`src/rtl/cordic_ctrl_param.sv`:
```
// Iteration sequencer for the CORDIC x/y/z datapath: start/exec/done FSM,
// exported iteration index, latched mode and per-iteration rotation direction.
module cordic_ctrl_param #(
    parameter int ITR_W = 4,
    parameter int N_ITR = 16
) (
    input  logic             clk,
    input  logic             rst_b,
    input  logic             bgn,
    input  logic             mode_in,
    input  logic             cfg_en,
    input  logic [ITR_W-1:0] n_itr_in,
    input  logic             sign_in,
    input  logic             abort,
    input  logic             ack,
    output logic             init,
    output logic             ld,
    output logic             fin,
    output logic             busy,
    output logic [ITR_W-1:0] itr,
    output logic             mode,
    output logic             dir
);

    localparam logic [2:0]       S_IDLE    = 3'b001;
    localparam logic [2:0]       S_EXEC    = 3'b010;
    localparam logic [2:0]       S_DONE    = 3'b100;
    localparam logic [ITR_W-1:0] LAST_DFLT = ITR_W'(N_ITR - 1);
    localparam logic [ITR_W-1:0] ITR_ONE   = ITR_W'(1);

    logic [2:0]       st_q, st_d;
    logic [ITR_W-1:0] itr_q, itr_d;
    logic [ITR_W-1:0] last_q, last_d;
    logic             mode_q, mode_d;
    logic             busy_q;

    logic start;

    assign start = (st_q == S_IDLE) && bgn && !abort;

    // Strobes are combinational so the datapath sees them in the same cycle.
    always_comb begin
        init = 1'b0;
        ld   = 1'b0;
        fin  = 1'b0;
        case (st_q)
            S_IDLE: begin
                init = start;
                ld   = start;
            end
            S_EXEC:  ld  = !abort;
            S_DONE:  fin = !abort;
            default: ;
        endcase
    end

    always_comb begin
        st_d   = st_q;
        itr_d  = itr_q;
        last_d = last_q;
        mode_d = mode_q;
        case (st_q)
            S_IDLE: begin
                if (start) begin
                    st_d   = S_EXEC;
                    itr_d  = '0;
                    mode_d = mode_in;
                    last_d = cfg_en ? n_itr_in : LAST_DFLT;
                end
            end
            S_EXEC: begin
                if (abort) begin
                    st_d  = S_IDLE;
                    itr_d = '0;
                end else if (itr_q == last_q) begin
                    st_d = S_DONE;
                end else begin
                    itr_d = itr_q + ITR_ONE;
                end
            end
            S_DONE: begin
                if (abort) begin
                    st_d  = S_IDLE;
                    itr_d = '0;
                end else if (ack) begin
                    st_d = S_IDLE;
                end
            end
            default: begin
                st_d  = S_IDLE;
                itr_d = '0;
            end
        endcase
    end

    always_ff @(posedge clk or posedge rst_b) begin
        if (rst_b) begin
            st_q   <= S_IDLE;
            itr_q  <= '0;
            last_q <= LAST_DFLT;
            mode_q <= 1'b0;
            busy_q <= 1'b0;
        end else begin
            st_q   <= st_d;
            itr_q  <= itr_d;
            last_q <= last_d;
            mode_q <= mode_d;
            busy_q <= (st_d != S_IDLE);
        end
    end

    assign busy = busy_q;
    assign itr  = itr_q;
    assign mode = mode_q;
    assign dir  = mode_q ? sign_in : ~sign_in;

endmodule

```
`config.mk`:
```
export PLATFORM = sky130hd
export DESIGN_NAME = cordic_ctrl_param
export DESIGN_NICKNAME = d
export VERILOG_FILES = /design/src/rtl/cordic_ctrl_param.sv
export SDC_FILE = /design/constraint.sdc
export NUM_CORES = 1
export LEC_CHECK = 0
export CAP_MARGIN = 10
export CORE_MARGIN = 1.5
export CORE_UTILIZATION = 30
export CTS_CLUSTER_SIZE = 28
export DETAILED_ROUTE_END_ITERATION = 10
export GPL_TIMING_DRIVEN = 1
export PLACE_DENSITY_LB_ADDON = 0.1
export SYNTH_ARGS = -nofsm -noshare
export SYNTH_HDL_FRONTEND = slang
export SYNTH_SLANG_ARGS = --single-unit
```
`constraint.sdc`:
```
create_clock -name clk -period 2.7 [get_ports clk]
set_input_delay 0.27 -clock clk [delete_from_list [all_inputs] [get_ports clk]]
set_output_delay 0.27 -clock clk [all_outputs]
set_load 0.05 [all_outputs]
```
==> results of run 1 <==
cells in the final DEF (no fill, tap or decap), drive strengths merged:
master / instances
nor4b: 1
clkdlybuf4s50: 19
a211o: 2
or2b: 1
buf: 2
dfrtp: 8
a22o: 1
nand2: 6
nor3: 3
ha: 1
xnor2: 1
o2bb2ai: 1
nor2b: 6
or3: 1
nor2: 5
or2: 1
dfstp: 5
xor2: 4
mux2: 2
clkbuf: 4
nor4: 3
inv: 3
o21ai: 5
nand2b: 1
o211a: 2
a21oi: 2
nand3: 1
a22oi: 2
nand3b: 1
cell usage after synthesis:
master,instances
dfrtp_1,8
nand2_1,6
nor2b_1,6
dfstp_2,5
o21ai_0,5
nor2_1,4
xor2_1,4
inv_1,3
a211o_1,2
a21oi_1,2
a22oi_1,2
mux2_2,2
nor3_1,2
nor4_1,2
o211a_1,2
a22o_1,1
buf_2,1
clkbuf_1,1
ha_1,1
nand2b_1,1
nand3_1,1
nand3b_1,1
nor2_2,1
nor3_2,1
nor4_4,1
nor4b_1,1
o2bb2ai_1,1
or2_2,1
or2b_1,1
or3_1,1
xnor2_1,1
power by group:
group / internal, uW / switching [uW]
sequential: 226 / 18.1
clock: 57.2 / 64.5
combinational: 62.3 / 90.3
state kept, by name, indices dropped and copies added (netlist names):
name and cells:
busy 1, itr 4, last_q 4, mode 1
st_q 3
metrics by stage:
step | hold slack, ps | total power [uW] | util | instances | setup WS [ps]
finish | 309 | 518 | 0.437 | 122 | 432
global route | 369 | 551 | 0.437 | 122 | 349
CTS | 332 | 526 | 0.437 | 122 | 417
detailed placement | 479 | 402 | 0.425 | 118 | 426
global placement | 472 | 402 | 0.425 | 118 | 456
floorplan | 143 | 349 | - | 71 | 248
kinds of logic (layout without fill, tap and decap cells):
family	after synthesis	count (layout)	synth area share
AOI/OAI and AO/OA	15	15	0.146
xor gates and xnor gates	5	5	0.0610
adders and majority gates	1	1	0.0174
buffers and inverters	5	28	0.0279
DFF	13	13	0.462
muxes	2	2	0.0314
and+or+nand+nor	30	30	0.254
cell type report:
| class | count | area, um^2 |
|---|---|---|
| Fill cell | 231 | 1260 |
| Inverter | 3 | 11.3 |
| Multi-Input combinational cell | 53 | 367 |
| Tap cell | 28 | 35.0 |
| Sequential cell | 13 | 332 |
| Clock buffer | 4 | 26.3 |
| Timing Repair Buffer | 21 | 205 |
critical path: stages:
cell and delay [ps]:
clkdlybuf4s50_1 540, nor4b_1 340, clkdlybuf4s50_1 850
final timing paths:
check | endpoint | depth (start not counted) | from | slack, ps
max | fin | 3 | abort | 430
min | busy | 2 | rst_b | 310
max reg2reg | mode | 3 | st_q[0] | 1070
min reg2reg | last_q[3] | 2 | last_q[3] | 490
max in group asynchronous | last_q[1] | 2 | rst_b | 2030
min in group clk | last_q[3] | 2 | last_q[3] | 490
per-layer routing:
| metal | up-vias | GRT usage | share of wire |
|---|---|---|---|
| met5 | - | 0 | 0 |
| met2 | 14 | 0.179 | 0.45 |
| met4 | 0 | 0.0658 | 0.0072 |
| li1 | 299 | - | - |
| met1 | 285 | 0.169 | 0.50 |
| met3 | 2 | 0.0259 | 0.044 |
==> metrics.txt, run 1 <==
status=complete, no violations; Via density=4.92; Area growth syn-to-layout=35.9%; initial antenna violation count=0; worst hold path class=input port to asynchronous set/reset pin; # port buffers=21; total CTS buffers=3; syn_area_per_cell=10.1 um^2; Reg clk slew, reported paths=80 ps; Nets=108; postcts setup bufs=0; Initial Util=0.322; leading area contributor after synthesis=dfrtp_1; CP startpoint kind=input port; Antenna Cells=0; residual DRC count=0; Slew Limit Fails=0; Mapped Area=718 um^2; die height=about 52 um; DIE AREA=0.00270 mm^2; Crit Path Category=input port to output port; MaxCap Viol Count=0; Crit. End Element=output port; cts repair resizes=0; FP Rows=17; global-route wire length before repair=2.44 mm; dpl hpwl=1.03 mm; boundary pin count=22; Synth top area share=0.279; CTS Hold Buffers Added=0; Sink Count=13; power density cells=~530 mW/mm^2; final setup violation count=0; Worst Tran Pin Value=501 ps; Root Buffer=clkbuf_4; worst vdd ir=~0.34 mV; Avg WL per Cell=approximately 11 um; fmax=441 MHz; total routed wirelength=1.40 mm; Clock Latency Late Sink=270 ps; Cells after Synth=71; Pre-Repair DR Iteration Count=4; setup tns final=0 ps; Finished Cell Area=976 um^2; unrepaired setup endpoints after global routing=false; Worst Clk Skew=3.32 ps; layout cells sized above 1=0.170; Max FO, Critical Path=8; number of routed nets with antenna violations=0; proportion of synthesized chip area in sequential cells=0.462; Netlist cell types=31; Total GRT Usage=0.123; Worst Path Arrival=roughly 2000 ps; 1st-iter DRT viols=6; Leakage=0.000445 uW; Req. time, crit path=about 2400 ps; vias in the first global route=540; CTS Buffer Depth=2; yosys warns=0; syn_nets=84; largest net degree at the start of global routing=14; Max transition margin=0.665; Core Area=~0.0022 mm^2; FF+latch count, synth=13; total gr overflow=0; die width=just over 50 um; Final period util=0.840; placed inst area=950 um^2; H-tree level count=1; Final Hold Vio Count=0; gpl congestion=0.685; Synth area leaders=dfrtp_1 28%, dfstp_2 18%, nor2b_1 5.2%, xor2_1 4.9%, o21ai_0 3.5%; crit path time final=2270 ps; CTS tree=built; DR vias=600
Note: power is estimated with default switching activity, not from simulation.
==> inputs of run 2 (changes only) <==
==> constraint.sdc (replaced) <==
create_clock -name clk -period 2 [get_ports clk]
set_input_delay 0.2 -clock clk [delete_from_list [all_inputs] [get_ports clk]]
set_output_delay 0.2 -clock clk [all_outputs]
set_load 0.05 [all_outputs]
==> run 2 against run 1 <==
Net effect: critical path depth up 1; die area unchanged; hold slack worse by 47 ps; flip-flop and latch count unchanged; cell count is 0.82% higher; cell area increased by 4.7%; global-route usage increased by 0.64 points; core utilization up 2.1 points; clock power grew 32%; setup slack worse by 300 ps; largest power group unchanged.
==> metrics.txt, run 2 (synthesis gave the netlist of run 1 again) <==
total routed wirelength=1.48 mm (+5.9%); crit path to=ld; residual DRC count=0 (unchanged); Worst Path Arrival=1660 ps (-340 ps); final setup violation count=0 (unchanged); Leakage=0.000461 uW (+3.8%); MaxCap Viol Count=0 (unchanged); Initial Util=0.322 (unchanged); Finished Cell Area=0.00102 mm^2 (+4.7%); initial antenna violation count=0 (unchanged); DIE AREA=0.00270 mm^2 (unchanged); most frequent cells in the layout=17 x clkdlybuf4s50_1, 8 x dfrtp_1, 6 x nor2b_1, 6 x nand2_1; die width=51.9 um (unchanged); Max transition margin=0.649 (-0.0160); worst hold path class=input port to asynchronous set/reset pin; Slew Limit Fails=0 (unchanged); dpl hpwl=1.12 mm (+8.6%); largest net degree at the start of global routing=14 (unchanged); RR Endpoint=itr[0]; cells on worst reg2reg path=4 (+1); Setup WS pre-CTS=267 ps (-159 ps); 1st-iter DRT viols=7 (+1); boundary pin count=22 (unchanged); Worst Setup SP=st_q[0]; die height=51.9 um (unchanged); Worst Tran Pin Value=526 ps (+25.0 ps); layout cells sized above 1=0.211 (+0.0403); DR vias=591 (-1.5%); Final WS setup=137 ps (-295 ps); Root Buffer=clkbuf_4; H-tree level count=1 (unchanged); Antenna Cells=0 (unchanged); WL met3=73 um (+20%); Avg WL per Cell=12.0 um (+5.1%); Top Metal Used=met4; register area=332 um^2 (unchanged); FP Rows=17 (unchanged); status=complete, no violations; Crit. End Element=output port; vias in the first global route=550 (+1.9%); total CTS buffers=3 (unchanged); Crit Path Category=flop to output port; Worst Clk Skew=2.99 ps (-0.330 ps); # port buffers=21 (unchanged); fmax=~540 MHz; Filler cells=242 (+4.8%); Max FO, Critical Path=7 (-1); Final period util=0.932; Final Hold Vio Count=0 (unchanged); metal2 WL=663 um (+5.9%); crit path time final=1860 ps; power density cells=692 mW/mm^2 (+30%); placed inst area=996 um^2 (+4.9%); setup tns final=0 ps (unchanged); global-route wire length before repair=2.48 mm (+1.7%); Reg2Reg Setup Slack=390 ps (-680 ps); CTS Hold Buffers Added=0 (unchanged); worst vdd ir=0.393 mV (+14%); CTS tree=built; total gr overflow=0 (unchanged); met1 WL=710 um (+1.6%); Sink Count=13 (unchanged); area of the multi-input gates=373 um^2 (+1.7%); Area growth syn-to-layout=42.3%; CTS Buffer Depth=2 (unchanged); postcts setup bufs=0 (unchanged); Pre-Repair DR Iteration Count=3 (-1); unrepaired setup endpoints after global routing=false; Total GRT Usage=0.129 (+0.00638); Clock Latency Late Sink=270 ps (about the same); Via density=4.80 (-2.3%); Nets=109 (+0.93%); Core Area=0.00223 mm^2 (unchanged); Reg clk slew, reported paths=80 ps (about the same); Req. time, crit path=1800 ps (-630 ps); Critical R2R Launch=itr[3]; cts repair resizes=0 (unchanged); gpl congestion=0.724 (+5.7%); number of routed nets with antenna violations=0 (unchanged); CP startpoint kind=flop; commonest non-fill, non-tap cell in the layout=clkdlybuf4s50_1
run 2: changes by cell type in the layout (fill, tap and decap cells not counted), sizes merged:
cell / before / now
clkdlybuf4s50: 19 / 17
buf: 2 / 5
run 2: metal layers:
metal	GRT usage	vias up
li1	-	298
met1	0.171	272
met2	0.179	17
met3	0.0345	4
met4	0.0921	0
met5	0	-
run 2: final cells by class:
| type | count | area share |
|---|---|---|
| multi-input cells | 53 | 0.365 |
| flip-flops and latches | 13 | 0.324 |
| repair buffers | 22 | 0.240 |
| well taps | 28 | 0.0343 |
| clock buffers | 4 | 0.0257 |
| inverters | 3 | 0.0110 |
run 2: worst min-delay path by stage:
stage	cells after the start	slack, ps	end	from
after CTS	2	280	itr[2]	rst_b
after global routing	2	280	itr[0]	rst_b
after floorplan	1	70	busy	rst_b
after detailed placement	2	480	last_q[1]	last_q[1]
after global placement	2	470	last_q[1]	last_q[1]
final	2	260	busy	rst_b
run 2: worst max-delay path, stage by stage (launching register included):
cell and delay (ps):
dfstp_2 610, nand3b_1 110, or3_1 390, nand2_1 140, buf_12 150
run 2: report_power, final:
group | switching [uW] | internal (uW)
registers | 24.9 | 305
clock network | 84.0 | 77.2
logic | 125 | 91.2
total | 234 | 473
run 2: per-stage QoR:
stage / power, uW / util / hold WS, ps / std cells
4_1_cts: 719 / 0.458 / 277 / 123
3_3_place_gp: 551 / 0.446 / 473 / 119
3_5_place_dp: 552 / 0.446 / 479 / 119
5_1_grt: 755 / 0.458 / 284 / 123
2_1_floorplan: 472 / - / 73.4 / 71
6_report: 707 / 0.458 / 262 / 123
==> inputs of run 3 (changes only) <==
--- a/config.mk
+++ b/config.mk
@@ -6,12 +6,11 @@
 export NUM_CORES = 1
 export LEC_CHECK = 0
 export CAP_MARGIN = 10
-export CORE_MARGIN = 1.5
+export CORE_MARGIN = 2
 export CORE_UTILIZATION = 30
 export CTS_CLUSTER_SIZE = 28
 export DETAILED_ROUTE_END_ITERATION = 10
 export GPL_TIMING_DRIVEN = 1
-export PLACE_DENSITY_LB_ADDON = 0.1
 export SYNTH_ARGS = -nofsm -noshare
 export SYNTH_HDL_FRONTEND = slang
 export SYNTH_SLANG_ARGS = --single-unit
==> run 3 against run 2 <==
Net effect: sequential share of layout area is 0.24 points lower; clock power increased by 3%; cell count up 0.81%; via count up 1.0%; first-iteration DRC count unchanged; critical path type unchanged; largest power group unchanged.
==> metrics.txt, run 3 (synthesis gave the netlist of run 1 again) <==
Via density=4.81 (+0.20%); Nets=110 (+0.92%); CP startpoint kind=flop; Initial Util=0.322 (unchanged); largest net degree at the start of global routing=14 (unchanged); CP Cell Sequence=nand3b_1 -> or3_1 -> nand2_1 -> buf_12; Critical Path Slowest Stage Cell=dfstp_2; Antenna Cells=0 (unchanged); worst vdd ir=0.449 mV (+14%); gpl congestion=0.732 (+1.1%); Setup WS pre-CTS=368 ps (+101 ps); Max transition margin=0.656 (+0.00696); residual DRC count=0 (unchanged); die width=52.9 um (+1.9%); postcts setup bufs=0 (unchanged); Worst Path Arrival=1650 ps (about the same); MaxCap Viol Count=0 (unchanged); Req. time, crit path=1800 ps (about the same); Clock Latency Late Sink=280 ps (about the same); Max FO, Critical Path=7 (unchanged); DIE AREA=0.00280 mm^2 (+3.9%); Pre-Repair DR Iteration Count=2 (-1); commonest non-fill, non-tap cell in the layout=clkdlybuf4s50_1; Crit. End Element=output port; Critical R2R Launch=last_q[3]; Total GRT Usage=0.129 (-0.000159); setup tns final=0 ps (unchanged); total routed wirelength=1.54 mm (+3.8%); CTS Buffer Depth=2 (unchanged); CTS Hold Buffers Added=0 (unchanged); cts repair resizes=0 (unchanged); number of routed nets with antenna violations=0 (unchanged); boundary pin count=22 (unchanged); Area growth syn-to-layout=43.4%; CTS tree=built; Final Hold Vio Count=0 (unchanged); status=complete, no violations; Worst Clk Skew=11.2 ps (+8.25 ps); Leakage=0.000466 uW (+1.0%); cells on worst reg2reg path=4 (unchanged); Worst Tran Pin Value=516 ps (-10.4 ps); Slew Limit Fails=0 (unchanged); H-tree level count=1 (unchanged); FP Rows=17 (unchanged); vias in the first global route=608 (+11%); layout cells sized above 1=0.219 (+0.00822); crit path time final=1850 ps (-11.0 ps); initial antenna violation count=0 (unchanged); Sink Count=13 (unchanged); RR Endpoint=itr[0]; most frequent cells in the layout=17 x clkdlybuf4s50_1, 8 x dfrtp_1, 6 x nor2b_1, 6 x nand2_1; global-route wire length before repair=2.59 mm (+4.7%); 1st-iter DRT viols=7 (unchanged); Final WS setup=148 ps (+11.0 ps); Avg WL per Cell=12.4 um (+2.9%); # port buffers=21 (unchanged); DR vias=597 (+1.0%); Core Area=0.00223 mm^2 (unchanged); fmax=540 MHz (+0.59%); Root Buffer=clkbuf_4; unrepaired setup endpoints after global routing=false; Reg2Reg Setup Slack=400 ps (about the same); total gr overflow=0 (unchanged); power density cells=693 mW/mm^2 (+0.21%); worst hold path class=input port to asynchronous set/reset pin; die height=52.9 um (+1.9%); worst stage delay on the critical path=600 ps (about the same); Reg clk slew, reported paths=90 ps (about the same); total CTS buffers=3 (unchanged); Final period util=0.926 (-0.00551); final setup violation count=0 (unchanged); dpl hpwl=1.21 mm (+8.2%); Crit Path Category=flop to output port
==> run 3: changes by cell type in the layout (fill, tap and decap cells not counted) <==
cell and change:
buf_4 +1
==> run 3: worst max-delay path by stage <==
| stage | startpoint | endpoint | depth (start not counted) |
|---|---|---|---|
| 2_1_floorplan | itr[3] | itr[0] | 4 |
| 3_3_place_gp | abort | itr[0] | 5 |
| 3_5_place_dp | abort | itr[2] | 5 |
| 4_1_cts | st_q[0] | ld | 4 |
| 5_1_grt | st_q[0] | ld | 4 |
| 6_report | st_q[0] | ld | 4 |
==> run 3: worst max-delay path, delay by kind of cell (launching register included) <==
kind                   cells  cell delay, ps
flip-flops                 1             600
AND/OR/NAND/NOR            3             620
buffers and inverters      1             150
==> run 3: cell type report <==
cell class / instances / area (um^2)
clock buffers: 4 / 26.3
multi-input cells: 53 / 373
repair buffers: 23 / 253
flip-flops and latches: 13 / 332
fillers: 227 / 1200
well taps: 28 / 35.0
inverters: 3 / 11.3
==> run 3: where the power goes <==
group	total, uW	internal, uW	switching (uW)
logic	218	92.4	126
registers	330	305	24.6
clock network	166	77.3	88.4
total	714	475	239
==> run 3: metrics by stage <==
step	std cells	area [um^2]	hold slack [ps]	util	total power, uW
finish	124	1030	240	0.461	714
global route	124	1030	316	0.461	754
CTS	124	1030	261	0.461	728
detailed placement	120	1000	483	0.449	557
global placement	120	1000	478	0.449	553
floorplan	71	724	73.4	-	472
==> run 3: layer usage <==
| metal | vias up | GRT usage | part of all wire |
|---|---|---|---|
| met4 | 0 | 0.0256 | 0.0085 |
| met2 | 13 | 0.221 | 0.51 |
| met5 | - | 0 | 0 |
| met3 | 2 | 0.0537 | 0.048 |
| met1 | 279 | 0.151 | 0.43 |
| li1 | 303 | - | - |
